**config.mk**
```make
export PLATFORM = sky130hd
export DESIGN_NAME = fft_mem_w_ctrl
export DESIGN_NICKNAME = d
export VERILOG_FILES = /design/src/rtl/fft_mem_w_ctrl.sv
export SDC_FILE = /design/constraint.sdc
export NUM_CORES = 1
export LEC_CHECK = 0
export ABC_CLOCK_PERIOD_IN_PS = 1500
export BUFFER_PORTS_ARGS = -buffer_cell sky130_fd_sc_hd__buf_2
export CORE_ASPECT_RATIO = 1.25
export CORE_MARGIN = 2
export CORE_UTILIZATION = 45
export CTS_BUF_LIST = sky130_fd_sc_hd__clkbuf_16
export DETAILED_ROUTE_END_ITERATION = 6
export HOLD_SLACK_MARGIN = 0.12
export PLACE_DENSITY = 0.81
export SLEW_MARGIN = 20
export SYNTH_ARGS = -nofsm -noshare
export SYNTH_HDL_FRONTEND = slang
export SYNTH_SLANG_ARGS = --single-unit
```
**constraint.sdc**
```tcl
create_clock -name iCLK -period 1.5 [get_ports iCLK]
set_input_delay 0.15 -clock iCLK [delete_from_list [all_inputs] [get_ports iCLK]]
set_output_delay 0.15 -clock iCLK [all_outputs]
set_load 0.05 [all_outputs]
```
**src/rtl/fft_mem_w_ctrl.sv**
```systemverilog
// Write-side address/enable generator for the 16-point FFT working memory: bank 0 load, banks 1..NSTG butterfly write-back.
// Optional macro WR_BITREV_LOAD_EN selects bit-reversed sample ordering in bank 0.
module fft_mem_w_ctrl #(
    parameter int NPT  = 16,
    parameter int NSTG = 3,
    parameter int AW   = 7
) (
    input  logic          iCLK,
    input  logic          iRSTn,
    input  logic          iCLR,
    input  logic          iLOAD,
    input  logic          iIN_VALID,
    input  logic          iBF_VALID,
    output logic          oWE,
    output logic [AW-1:0] WADDR,
    output logic          oStart_INT,
    output logic          oDONE,
    output logic          oBUSY,
    output logic          oERR,
    output logic [2:0]    STATE
);
    localparam int CW = $clog2(NPT);

    typedef enum logic [2:0] {
        IDLE = 3'b000,
        LOAD = 3'b001,
        W1   = 3'b010,
        W2   = 3'b011,
        W3   = 3'b100
    } state_t;

    state_t        stateReg, stateNext;
    logic [CW-1:0] cntReg, cntNext;
    logic          weReg, weNext;
    logic [AW-1:0] waddrReg, waddrNext;
    logic          startReg, startNext;
    logic          doneReg, doneNext;
    logic          errReg, errNext;

    logic          beat;
    logic          lastBeat;
    logic          lastStage;
    logic [2:0]    bank;
    logic [CW-1:0] idx;
    logic [CW-1:0] loadIdx;

`ifdef WR_BITREV_LOAD_EN
    generate
        for (genvar gi = 0; gi < CW; gi++) begin : gLoadRev
            assign loadIdx[gi] = cntReg[CW-1-gi];
        end
    endgenerate
`else
    assign loadIdx = cntReg;
`endif

    always_comb begin
        beat      = 1'b0;
        bank      = 3'b000;
        idx       = cntReg;
        stateNext = stateReg;
        case (stateReg)
            LOAD: begin
                beat = iIN_VALID;
                bank = 3'b000;
                idx  = loadIdx;
            end
            W1: begin
                beat = iBF_VALID;
                bank = 3'b001;
                idx  = {cntReg[0], cntReg[3], cntReg[2], cntReg[1]};
            end
            W2: begin
                beat = iBF_VALID;
                bank = 3'b010;
                idx  = {cntReg[3], cntReg[0], cntReg[2], cntReg[1]};
            end
            W3: begin
                beat = iBF_VALID;
                bank = 3'b011;
                idx  = {cntReg[2], cntReg[1], cntReg[0], cntReg[3]};
            end
            default: begin
                beat = 1'b0;
            end
        endcase

        lastBeat  = beat && (cntReg == {CW{1'b1}});
        lastStage = (stateReg != LOAD) && (bank == 3'(NSTG));

        // iLOAD outside IDLE never restarts the frame; it only raises the error flag.
        if (stateReg == IDLE) begin
            if (iLOAD)
                stateNext = LOAD;
        end else if (lastBeat) begin
            stateNext = lastStage ? IDLE : state_t'(stateReg + 3'd1);
        end

        cntNext   = beat ? cntReg + 1'b1 : cntReg;
        weNext    = beat;
        waddrNext = beat ? {bank, idx} : waddrReg;
        startNext = lastBeat && (stateReg == LOAD);
        doneNext  = lastBeat && lastStage;
        errNext   = errReg
                  | ((stateReg == IDLE) && (iIN_VALID || iBF_VALID))
                  | ((stateReg != IDLE) && iLOAD);
    end

    always_ff @(posedge iCLK or negedge iRSTn) begin
        if (!iRSTn) begin
            stateReg <= IDLE;
            cntReg   <= '0;
            weReg    <= 1'b0;
            waddrReg <= '0;
            startReg <= 1'b0;
            doneReg  <= 1'b0;
            errReg   <= 1'b0;
        end else if (iCLR) begin
            stateReg <= IDLE;
            cntReg   <= '0;
            weReg    <= 1'b0;
            waddrReg <= '0;
            startReg <= 1'b0;
            doneReg  <= 1'b0;
            errReg   <= 1'b0;
        end else begin
            stateReg <= stateNext;
            cntReg   <= cntNext;
            weReg    <= weNext;
            waddrReg <= waddrNext;
            startReg <= startNext;
            doneReg  <= doneNext;
            errReg   <= errNext;
        end
    end

    assign oWE        = weReg;
    assign WADDR      = waddrReg;
    assign oStart_INT = startReg;
    assign oDONE      = doneReg;
    assign oERR       = errReg;
    assign oBUSY      = (stateReg != IDLE);
    assign STATE      = stateReg;

endmodule
```
# Word-level counts from Yosys, hierarchy flattened
# Index checks and enable logic that the tools add are counted.
word_totals:
  register_bits: 18
  in_bits: 6
  wordCells: 48
  out_inout_bits: 15
op_classes:
  n_eq_ne: 8
  reduce_logical: 13
  bitwise: 2
  n_mux: 16
  addsub: 2
ops:
  columns: ["op", "count"]
  rows:
  - ["two-way mux 3 bit", 5]
  - ["two-way mux 7 bit", 2]
  - ["one-hot mux 4 bit (3 select lines)", 1]
  - ["== test 3 x 2 -> 1 bit (second input constant)", 3]
  - ["two-way mux 4 bit", 2]
  - ["logical AND 1 bit", 6]
  - ["one-hot mux 2 bit (3 select lines)", 1]
  - ["nonzero test 3 bit", 2]
  - ["adder 4 x 1 -> 4 bit (second input constant)", 1]
  - ["== test 4 bit (second input constant)", 1]
  - ["two-way mux 1 bit", 4]
  - ["adder 3 x 1 -> 3 bit (second input constant)", 1]
  - ["== test 3 x 1 -> 1 bit (second input constant)", 1]
  - ["== test 3 bit (second input constant)", 1]
  - ["logical NOT 3 bit", 1]
  - ["inequality test 3 x 1 -> 1 bit (second input constant)", 1]
  - ["inequality test 3 bit (second input constant)", 1]
  - ["OR reduction 3 bit", 1]
  - ["bitwise OR 1 bit", 2]
  - ["one-hot mux 1 bit (2 select lines)", 1]
  - ["AND reduction 2 bit", 1]
  - ["nonzero test 2 bit", 1]
  - ["logical OR 1 bit", 1]

# Depth between registers and ports, before layout
# Gate-level depths: netlist of run 1.
depth:
  ltp_word: 8
  ltp_mapped: 8
  ltp_nobuf: 6

# Worst setup path after synthesis of run 1
# OpenSTA, ideal clock, no wires.
synth_path:
  path_type: "flip-flop to flip-flop"
  from: "reg stateReg[0] (netlist: STATE[0])"
  to: "reg waddrReg[0] (netlist: WADDR[0])"
  stages_incl_launch_ff: 8
  arrival_time_ns: 1.921
  n_path_buf: 1
  path_slack_ns: -0.541
  setup_time_ns: 0.120
  required_time_ns: 1.380
  period_less_slack_ns: 2.041
  cell_sequence: "dfrtp_1 inv_1 ha_1 buf_2 nor2b_1 nor2_1 or2_2 a31o_2"
synth_between:
  elab_chain_cells: 4
  word_cells_on_any_way: 10
  classes_between: "eq/ne: 4; mux: 4; reduce/logical: 2"
synth_lines:
  columns: ["element", "line_no", "text"]
  rows:
  - ["start, declared", "32", "state_t stateReg, stateNext;"]
  - ["start signal, assigned", "127", "stateReg <= stateNext;"]
  - ["== test 3 bit / == test 3 x 2 -> 1 bit (equally long branches)", "62", "case (stateReg)"]
  - ["OR reduction 3 bit (no line) / one-hot mux 4 bit (3 select lines) (equally long branches)", null, null]
  - ["one-hot mux 1 bit (2 select lines) / two-way mux 7 bit (equally long branches)", "62, 101", null]
  - ["nonzero test 2 bit (no line) / two-way mux 7 bit (equally long branches)", null, null]
  - ["end signal, assigned", "130", "waddrReg <= waddrNext;"]
  - ["end, declared", "35", "logic [AW-1:0] waddrReg, waddrNext;"]
# Parallel ways exist; a longest one is shown, timed or not. The select of a mux whose other input is x is not followed.
# A chain may end at the register's enable or synchronous reset.

# Worst setup path in the final report of run 1
layout_path:
  from: "reg stateReg[1] (netlist: STATE[1])"
  to: "reg waddrReg[1] (netlist: WADDR[1])"
# Same word-level chain as after synthesis.

==> results of run 1 <==
==> power by group <==
| part | total (mW) | internal, mW | switching [mW] |
|---|---|---|---|
| Combinational | 0.249 | 0.0968 | 0.152 |
| Clock | 0.548 | 0.358 | 0.191 |
| Sequential | 0.485 | 0.473 | 0.0112 |
| Total | 1.28 | 0.928 | 0.354 |
==> metal layers <==
layer,up-vias,GRT usage [%]
li1,495,-
met1,540,36.4
met2,36,40.3
met3,6,5.30
met4,0,14.7
met5,-,0
==> final timing paths <==
check	slack [ns]	end	from	cells past startpoint
max reg2reg	-0.19	WADDR[1]	STATE[1]	7
min	0.21	oERR	iLOAD	3
max in group asynchronous	0.84	STATE[1]	iRSTn	2
max	-0.19	WADDR[1]	STATE[1]	7
min in group asynchronous	0.35	oStart_INT	iRSTn	2
min reg2reg	0.52	oERR	oERR	2
==> layout by cell type (no fill, tap or decap), types with 2 or more instances in the layout <==
cell type  Yosys  final
nand2b_1       2      2
inv_2          0      2
nor2b_4        0      2
buf_4          3     22
buf_2          2     18
o21ai_2        0      2
a31oi_1        2      2
dfrtp_1       17     14
or2_4          0      2
nor3_1         3      2
inv_4          0      2
o21ai_0        6      2
o21ai_1        0      2
o32ai_2        0      2
nor2_1         9      8
a31o_2         2      2
ha_4           0      5
nand2_2        0      2
buf_6          1      8
dfrtp_4        0      2
a21oi_2        0      3
nand2_1       11      9
clkbuf_16      0      3
nand3_1        4      3
a21oi_1        8      5
==> repair_timing <==
item | CTS | global route
pin swaps | 13 | 19
hold buffers | 1 | 0
cloned | 0 | 0
endpoints found under the setup margin | 17 | 17
hold endpoints to repair | 17 | 0
setup buffers | 6 | 5
gates resized for setup | 21 | 25
==> layout make-up <==
class	instances	area (um^2)	area share (%)
clock buffer	3	75.1	4.34
clock inverter	1	5.00	0.289
inverter	5	23.8	1.37
multi-input combinational	83	797	46.1
sequential	17	434	25.1
tap	31	38.8	2.24
timing repair buffer	49	355	20.5
==> worst max-delay path: stages (launching register included) <==
cell,delay (ns)
dfrtp_4,0.53
inv_4,0.10
ha_4,0.17
buf_6,0.13
nor2b_4,0.05
o21ba_4,0.19
a311o_1,0.33
a21oi_2,0.13
==> cells by family after synthesis <==
group           Yosys count
compound gates           31
xor+xnor                  1
fa+ha+maj                 6
buf+inv                  13
flops                    17
other cells               1
simple gates             44
==> state kept, by name (all words and copies together) (netlist names) <==
signal and count:
cntReg 4, WADDR 6, oWE 1, oDONE 1
oERR 1, oStart_INT 1, STATE 3
==> stage by stage <==
step | setup TNS, ns | hold slack [ns]
final | -2.11 | 0.206
after global routing | -3.18 | 0.244
after global placement | -1.67 | 0.0899
after floorplan | -2.05 | -0.146
after detailed placement | -2.22 | 0.0935
after CTS | -1.57 | 0.211
==> run summary, run 1 <==
All-Layer GR Usage: 27.1%
Largest net degree at the start of global routing: 20
Finish-stage setup viols: 17
# DRC: 0
RSZ-0062 raised after global routing: true
Grt ovf: 0
Slew HR: 66.6%
Post-route insts no fill: 189
CTS buffer count: 3
Post-Synth Simple-Gate Area: 22.9%
Max Slew Vio Count: 0
Layout fillers: 137
Post-synthesis instance total: 113
Cell with the most instances after synthesis: dfrtp_1
Area Overhead vs Synth: 66.9%
Power Total: 1.28 mW
Post-synthesis compound-gate area fraction: 20.8%
IO Count: 21
Xor/xnor share of the synthesized area: 0.845%
Worst Tran Pin Value: 0.500 ns
Peak supply drop: 0.00111 V
Placed cell areas: 1350 um^2
Synth Area in Adders: 7.25%
Hold Crit Class: in2reg
DP Worst Slack: -0.256 ns
Die X-Extent: 46.9 um
Synth Net Count: 125
Global-route wire length before repair: 5180 um
Worst-Skew Late Latency: 0.26 ns
Largest family of logic cells by synthesized area: simple AND/OR/NAND/NOR gates
Post-synth ARST share: 100%
Post-synthesis mux area share: 0%
Failing checks: negative setup slack
Fin crit share: 113%
Die Height: 57.6 um
Critical Path AT: 1.88 ns
Ys Warns: 0
Top Layer Used: met4
Fin area: 1730 um^2
Layout cell share with drive strength beyond 1: 61.4%
F_max: 590 MHz
Worst clock skew: 0.00301 ns
WL met3: 168 um
Worst setup margin: -0.194 ns
Vias: 1077
Row count: 19
Area share of the largest cell type after synthesis: 41.1%
Antenna cell count: 0
Max_cap viols: 0
Final GP Congestion: 0.838
Seq/Total Area, Yosys: 41.1%
Reg clk slew, reported paths: 0.05 ns
Vias per cell: 5.70
Worst path required time: 1.68 ns
Wire per inst: 17.0 um
Top_reg_cell synth: dfrtp_1
Critical Path Source Type: flip-flop
Initial antenna violation count: 0
Metal2 WL: 1630 um
Area leader, netlist: dfrtp_1
# port buffers: 19
# nets final: 171
EDFF count, synth: 0
Die area: 2700 um^2
TritonRoute pass-1 iters: 4
Met1 WL: 1330 um
P per Cell Area: 742 nW/um^2
Post-layout min period: 1.69 ns
Crit Path Max Fanout: 5
Vias in the first global route: 1095
Initial core utilization: 47.4%
Commonest cells post-synth: dfrtp_1 (17), nand2_1 (11), nor2_1 (9)
Final wirelength: 3210 um
Final Hold Fails: 0
Initial DRC Count: 36
Crit. End Element: flip-flop
Clk root buf: clkbuf_16
Post-synthesis cell type count: 39
Post-DP HPWL: 1890 um
CTS tree: yes
Ranking of synthesized cells by area: dfrtp_1 (41%), ha_1 (7.2%), nand2_1 (4.0%)
H-tree depth: 1
Detail Route Antenna Nets: 0
Core box area: 2190 um^2
CTS max path bufs: 2
Pleak: 0.735 nW
Final core occ: 79.1%
Outcome: finished with violations
Yosys reg bits: 17
Placed cells: 174
Clock Sinks: 17
Syn Area/Cell: 9.17 um^2
Mapped cell area: 1040 um^2
Worst Setup Path Type: reg2reg
Power figures use the tool's default switching activity.
==> inputs of run 2 (changes only) <==
Settings changed: CORE_UTILIZATION 45 to 48, PLACE_DENSITY 0.81 to 0.85.
==> run 2 against run 1 <==
Net effect:
- the run still ends with negative setup slack left
- sequential share of layout area grew 1.9 points
- maximum frequency shrank 0.62%
- final cell count fell by 9.5%
- non-clock buffer count down 7
- routed wire length is 1.1% lower
- critical path depth shrank 1
- sequential power is essentially flat
- global-route usage increased by 1.7 points
- combinational power fell by 3%
- flip-flop and latch count unchanged
- clock power is essentially flat
- die area fell by 5.8%
- critical endpoint is now cntReg[3]
==> run summary, run 2 (synthesis gave the netlist of run 1 again) <==
Final core occ: 80.2%
Vias in the first global route: 1136
CTS buffer count: 3
Commonest non-fill, non-tap cell in the layout: buf_2
CTS tree: yes
Initial DRC Count: 37
Vias: 1092
Post-DP HPWL: 1830 um
CP max-delay cell: dfrtp_4
Most frequent cells in the layout: buf_2 (18), buf_4 (15), dfrtp_1 (14)
Crit. End Element: flip-flop
Detail Route Antenna Nets: 0
Die Height: 55.9 um
Area Overhead vs Synth: 55.2%
Grt ovf: 0
P per Cell Area: 792 nW/um^2
TritonRoute pass-1 iters: 4
Clock Sinks: 17
Hold Path End: STATE[0]
Hold path start: iLOAD
Critical Path Source Type: flip-flop
Worst clock skew: 0.00114 ns
Final Hold Fails: 0
Cells along the critical path: inv_4 -> ha_4 -> a22oi_2 -> o21a_4 -> or3_4 -> a21oi_2
Worst Setup Path Type: reg2reg
RSZ-0062 raised after global routing: true
R2R Setup Slk: -0.20 ns
Post-route insts no fill: 171
Hold Crit Class: in2reg
Worst reg2reg path depth: 6
Worst-Skew Late Latency: 0.25 ns
Final wirelength: 3170 um
Die X-Extent: 45.6 um
Crit path largest cell delay: 0.53 ns
Hold Path Stages: 3
Layout cell share with drive strength beyond 1: 57.6%
DP Worst Slack: -0.257 ns
Failing checks: negative setup slack
Outcome: finished with violations
Peak supply drop: 0.000940 V
Row count: 18
Largest register FFs: 6
Final GP Congestion: 0.869
Wire per inst: 18.5 um
Initial antenna violation count: 0
Initial core utilization: 51.7%
Max_cap viols: 0
Crit Reg-Reg Startpoint: STATE[1]
# port buffers: 19
Global-route wire length before repair: 5440 um
Pleak: 0.692 nW
Die area: 2550 um^2
Core box area: 2000 um^2
Vias per cell: 6.39
Critical Path AT: 1.89 ns
Post-layout min period: 1.70 ns
Worst path required time: 1.68 ns
Max Slew Vio Count: 0
Worst setup margin: -0.204 ns
CTS max path bufs: 2
Finish-stage setup viols: 16
All-Layer GR Usage: 28.9%
Antenna cell count: 0
Clk root buf: clkbuf_16
Placed cells: 160
Largest net degree at the start of global routing: 20
Worst reg2reg path endpoint: cntReg[3]
Reg clk slew, reported paths: 0.05 ns
# DRC: 0
Crit Path Max Fanout: 8
F_max: 587 MHz
IO Count: 21
H-tree depth: 1
Fin crit share: 114%
# nets final: 164
[run 2: cell count changes in the layout (fill, tap and decap cells not counted), sizes merged]
cell  before  now
buf       48   41
[run 2: repair_timing]
action	4_1_cts	5_1_grt
hold buffers	1	0
gates resized for setup	28	11
buffers inserted	8	0
setup endpoints to repair	16	18
pin swaps	11	11
hold endpoints to repair	17	0
[run 2: where the power goes]
part           internal (mW)  switching (mW)  total (mW)
combinational         0.0955           0.147       0.242
sequential             0.474          0.0116       0.485
clock                  0.358           0.189       0.546
[run 2: cell type report]
type	count	area, um^2
Multi-Input combinational cell	83	738
Sequential cell	17	434
Fill cell	109	397
Timing Repair Buffer	42	307
Clock buffer	3	75.1
Tap cell	20	25.0
Inverter	5	23.8
Clock inverter	1	5.00
[run 2: worst max-delay path, delay by kind of cell, from the launching register on]
family                     cells  cell delay (ns)
DFF                            1             0.53
AOI/OAI and AO/OA              3             0.46
and+or+nand+nor                1             0.38
adders and majority gates      1             0.16
buffers and inverters          1             0.10
[run 2: how the worst max path moves through the flow]
stage,startpoint,endpoint,slack (ns),cells past startpoint
after CTS,STATE[1],WADDR[1],-0.13,6
after detailed placement,STATE[0],STATE[2],-0.26,6
final,STATE[1],cntReg[3],-0.20,6
after global placement,STATE[0],STATE[1],-0.17,4
after floorplan,STATE[1],cntReg[3],-0.22,7
after global routing,STATE[1],cntReg[3],-0.25,6
[run 2: through the flow]
stage / setup TNS [ns] / hold slack [ns] / area (um^2) / power, mW
global placement: -1.14 / 0.0897 / 1310 / 0.675
global route: -2.77 / 0.249 / 1610 / 1.32
CTS: -1.16 / 0.211 / 1580 / 1.26
finish: -1.61 / 0.224 / 1610 / 1.27
floorplan: -2.05 / -0.146 / 1130 / 0.625
detailed placement: -1.86 / 0.0973 / 1310 / 0.681
[run 2: layer usage]
metal  vias up  wire (um)  share of wire (%)  global-route usage (%)
li1        482          -                  -                       -
met1       539       1290                 41                    38.9
met2        59       1570                 49                    43.3
met3        12        225                7.1                    6.17
met4         0         89                2.8                    12.6
met5         -          0                  0                       0
==> inputs of run 3 (changes only) <==
Settings changed: ABC_CLOCK_PERIOD_IN_PS 1500 to 1800, CORE_UTILIZATION 48 to 50.
Clock period 1.5 ns to 1.8 ns, I/O delays scaled along.
==> run 3 against run 2 <==
Net effect:
- the run now ends clean
- routed wire length decreased by 25%
- critical path type unchanged
- sequential share of layout area increased by 6.9 points
- sequential power decreased by 16%
- non-clock buffer count decreased by 21
- hold slack improved by 0.011 ns
- global-route usage decreased by 7.7 points
- largest cell class unchanged
==> run summary, run 3 (synthesis gave the netlist of run 1 again) <==
Vias: 914
Sequential power share: 41.4%
Max Slew Vio Count: 0
Crit path largest cell delay: 0.46 ns
Final core occ: 64.6%
Post-route insts no fill: 150
Area Overhead vs Synth: 22.1%
Critical Path AT: 1.89 ns
Vias per cell: 6.09
Internal power: 732 uW
CP max-delay cell: dfrtp_2
Die area: 2450 um^2
Row count: 18
R2R Setup Slk: 0.08 ns
P per Cell Area: 775 nW/um^2
Crit. End Element: flip-flop
Clk root buf: clkbuf_16
TritonRoute pass-1 iters: 4
DP Worst Slack: -0.0282 ns
Final wirelength: 2370 um
Hold Crit Class: in2reg
Die X-Extent: 44.7 um
Most frequent cells in the layout: buf_2 (19), dfrtp_1 (14), nand2_1 (11)
Sw Pwr: 249 uW
Clock Sinks: 17
Worst setup margin: 0.0814 ns
Placed cells: 145
Critical Path Source Type: flip-flop
Antenna cell count: 0
Crit Reg-Reg Startpoint: STATE[1]
All-Layer GR Usage: 21.2%
Cells along the critical path: inv_2 -> ha_4 -> a22oi_2 -> o21a_2 -> or3_1 -> a21oi_1
Crit Path Max Fanout: 10
Fin crit share: 95.5%
IO Count: 21
Peak supply drop: 0.000660 V
Post-DP HPWL: 1570 um
H-tree depth: 1
# nets final: 143
Layout cell share with drive strength beyond 1: 33.8%
Commonest non-fill, non-tap cell in the layout: buf_2
Final GP Congestion: 0.888
Post-layout min period: 1.72 ns
Reg clk slew, reported paths: 0.05 ns
Finish-stage setup viols: 0
Core box area: 1960 um^2
Detail Route Antenna Nets: 0
# DRC: 0
Initial antenna violation count: 0
Worst path required time: 1.97 ns
Comb power frac: 14.4%
Hold Path End: STATE[0]
Initial DRC Count: 27
Layout fillers: 153
Worst clock skew: 0.00280 ns
Wire per inst: 15.8 um
F_max: 582 MHz
Worst reg2reg path endpoint: cntReg[3]
Worst-Skew Late Latency: 0.25 ns
Worst Setup Path Type: reg2reg
CTS buffer count: 3
Initial core utilization: 52.9%
Hold path start: iLOAD
Worst reg2reg path depth: 6
CTS max path bufs: 2
CTS tree: yes
Largest net degree at the start of global routing: 21
Pleak: 0.556 nW
Final Hold Fails: 0
Largest register FFs: 6
Hold Path Stages: 3
Outcome: finished clean
Grt ovf: 0
Switching fraction of total power: 25.4%
Global-route wire length before repair: 3640 um
Vias in the first global route: 770
# port buffers: 19
Die Height: 54.9 um
Setup Fix Bufs, Post-CTS: 0
Clock share of power: 44.2%
Max_cap viols: 0
-- run 3: cell count changes in the layout (fill, tap and decap cells not counted), moves of 3 or more --
cell | previous run | this run
buf_6 | 7 | 0
a21oi_1 | 4 | 8
a21oi_2 | 4 | 0
o32ai_2 | 4 | 0
o32ai_1 | 0 | 4
inv_1 | 1 | 4
buf_4 | 15 | 1
-- run 3: per-layer routing --
metal  part of all wire (%)  track usage [%]
met1                     42             25.3
met2                     47             33.6
met3                    6.0             5.84
met5                      0                0
met4                    5.1             13.1
-- run 3: worst max-delay path by stage --
stage / cells past startpoint / startpoint / end
3_3_place_gp: 6 / STATE[0] / STATE[2]
4_1_cts: 6 / STATE[0] / STATE[2]
3_5_place_dp: 6 / STATE[1] / cntReg[3]
5_1_grt: 5 / STATE[2] / WADDR[0]
2_1_floorplan: 7 / STATE[0] / WADDR[0]
6_report: 6 / STATE[1] / cntReg[3]
-- run 3: repair_timing --
action                                  CTS  global route
gates resized for setup                   3            10
hold buffers                              1             0
pin swaps                                 0             2
endpoints found under the hold margin    17             0
endpoints found under the setup margin    5            13
-- run 3: per-stage QoR --
stage	power, mW	hold slack (ns)	instance area [um^2]	setup TNS, ns
4_1_cts	0.980	0.239	1220	-0.00240
3_3_place_gp	0.536	0.117	1120	0
2_1_floorplan	0.507	-0.116	1040	-0.0269
5_1_grt	1.02	0.258	1260	-0.0127
3_5_place_dp	0.539	0.121	1120	-0.0282
6_report	0.980	0.236	1260	0
-- run 3: power by group through the flow --
stage | Sequential [mW] | Clock, mW | Combinational (mW)
floorplan | 0.440 | 0 | 0.0668
global placement | 0.410 | 0 | 0.126
detailed placement | 0.410 | 0 | 0.129
CTS | 0.404 | 0.442 | 0.134
global route | 0.407 | 0.462 | 0.152
finish | 0.406 | 0.433 | 0.141
-- run 3: layout make-up --
type                       count  area, um^2  area share, %
clock buffer                   3        75.1           5.93
multi-input combinational     83         601           47.5
inverter                       5        18.8           1.48
clock inverter                 1        3.75          0.297
tap                           20        25.0           1.98
sequential                    17         429           33.9
timing repair buffer          21         113           8.90
-- run 3: worst max-delay path: cells and delay by family (launching register included) --
| family | cells | cell delay, ns |
|---|---|---|
| buf+inv | 1 | 0.13 |
| flops | 1 | 0.46 |
| simple gates | 1 | 0.36 |
| compound gates | 3 | 0.52 |
| fa+ha+maj | 1 | 0.17 |
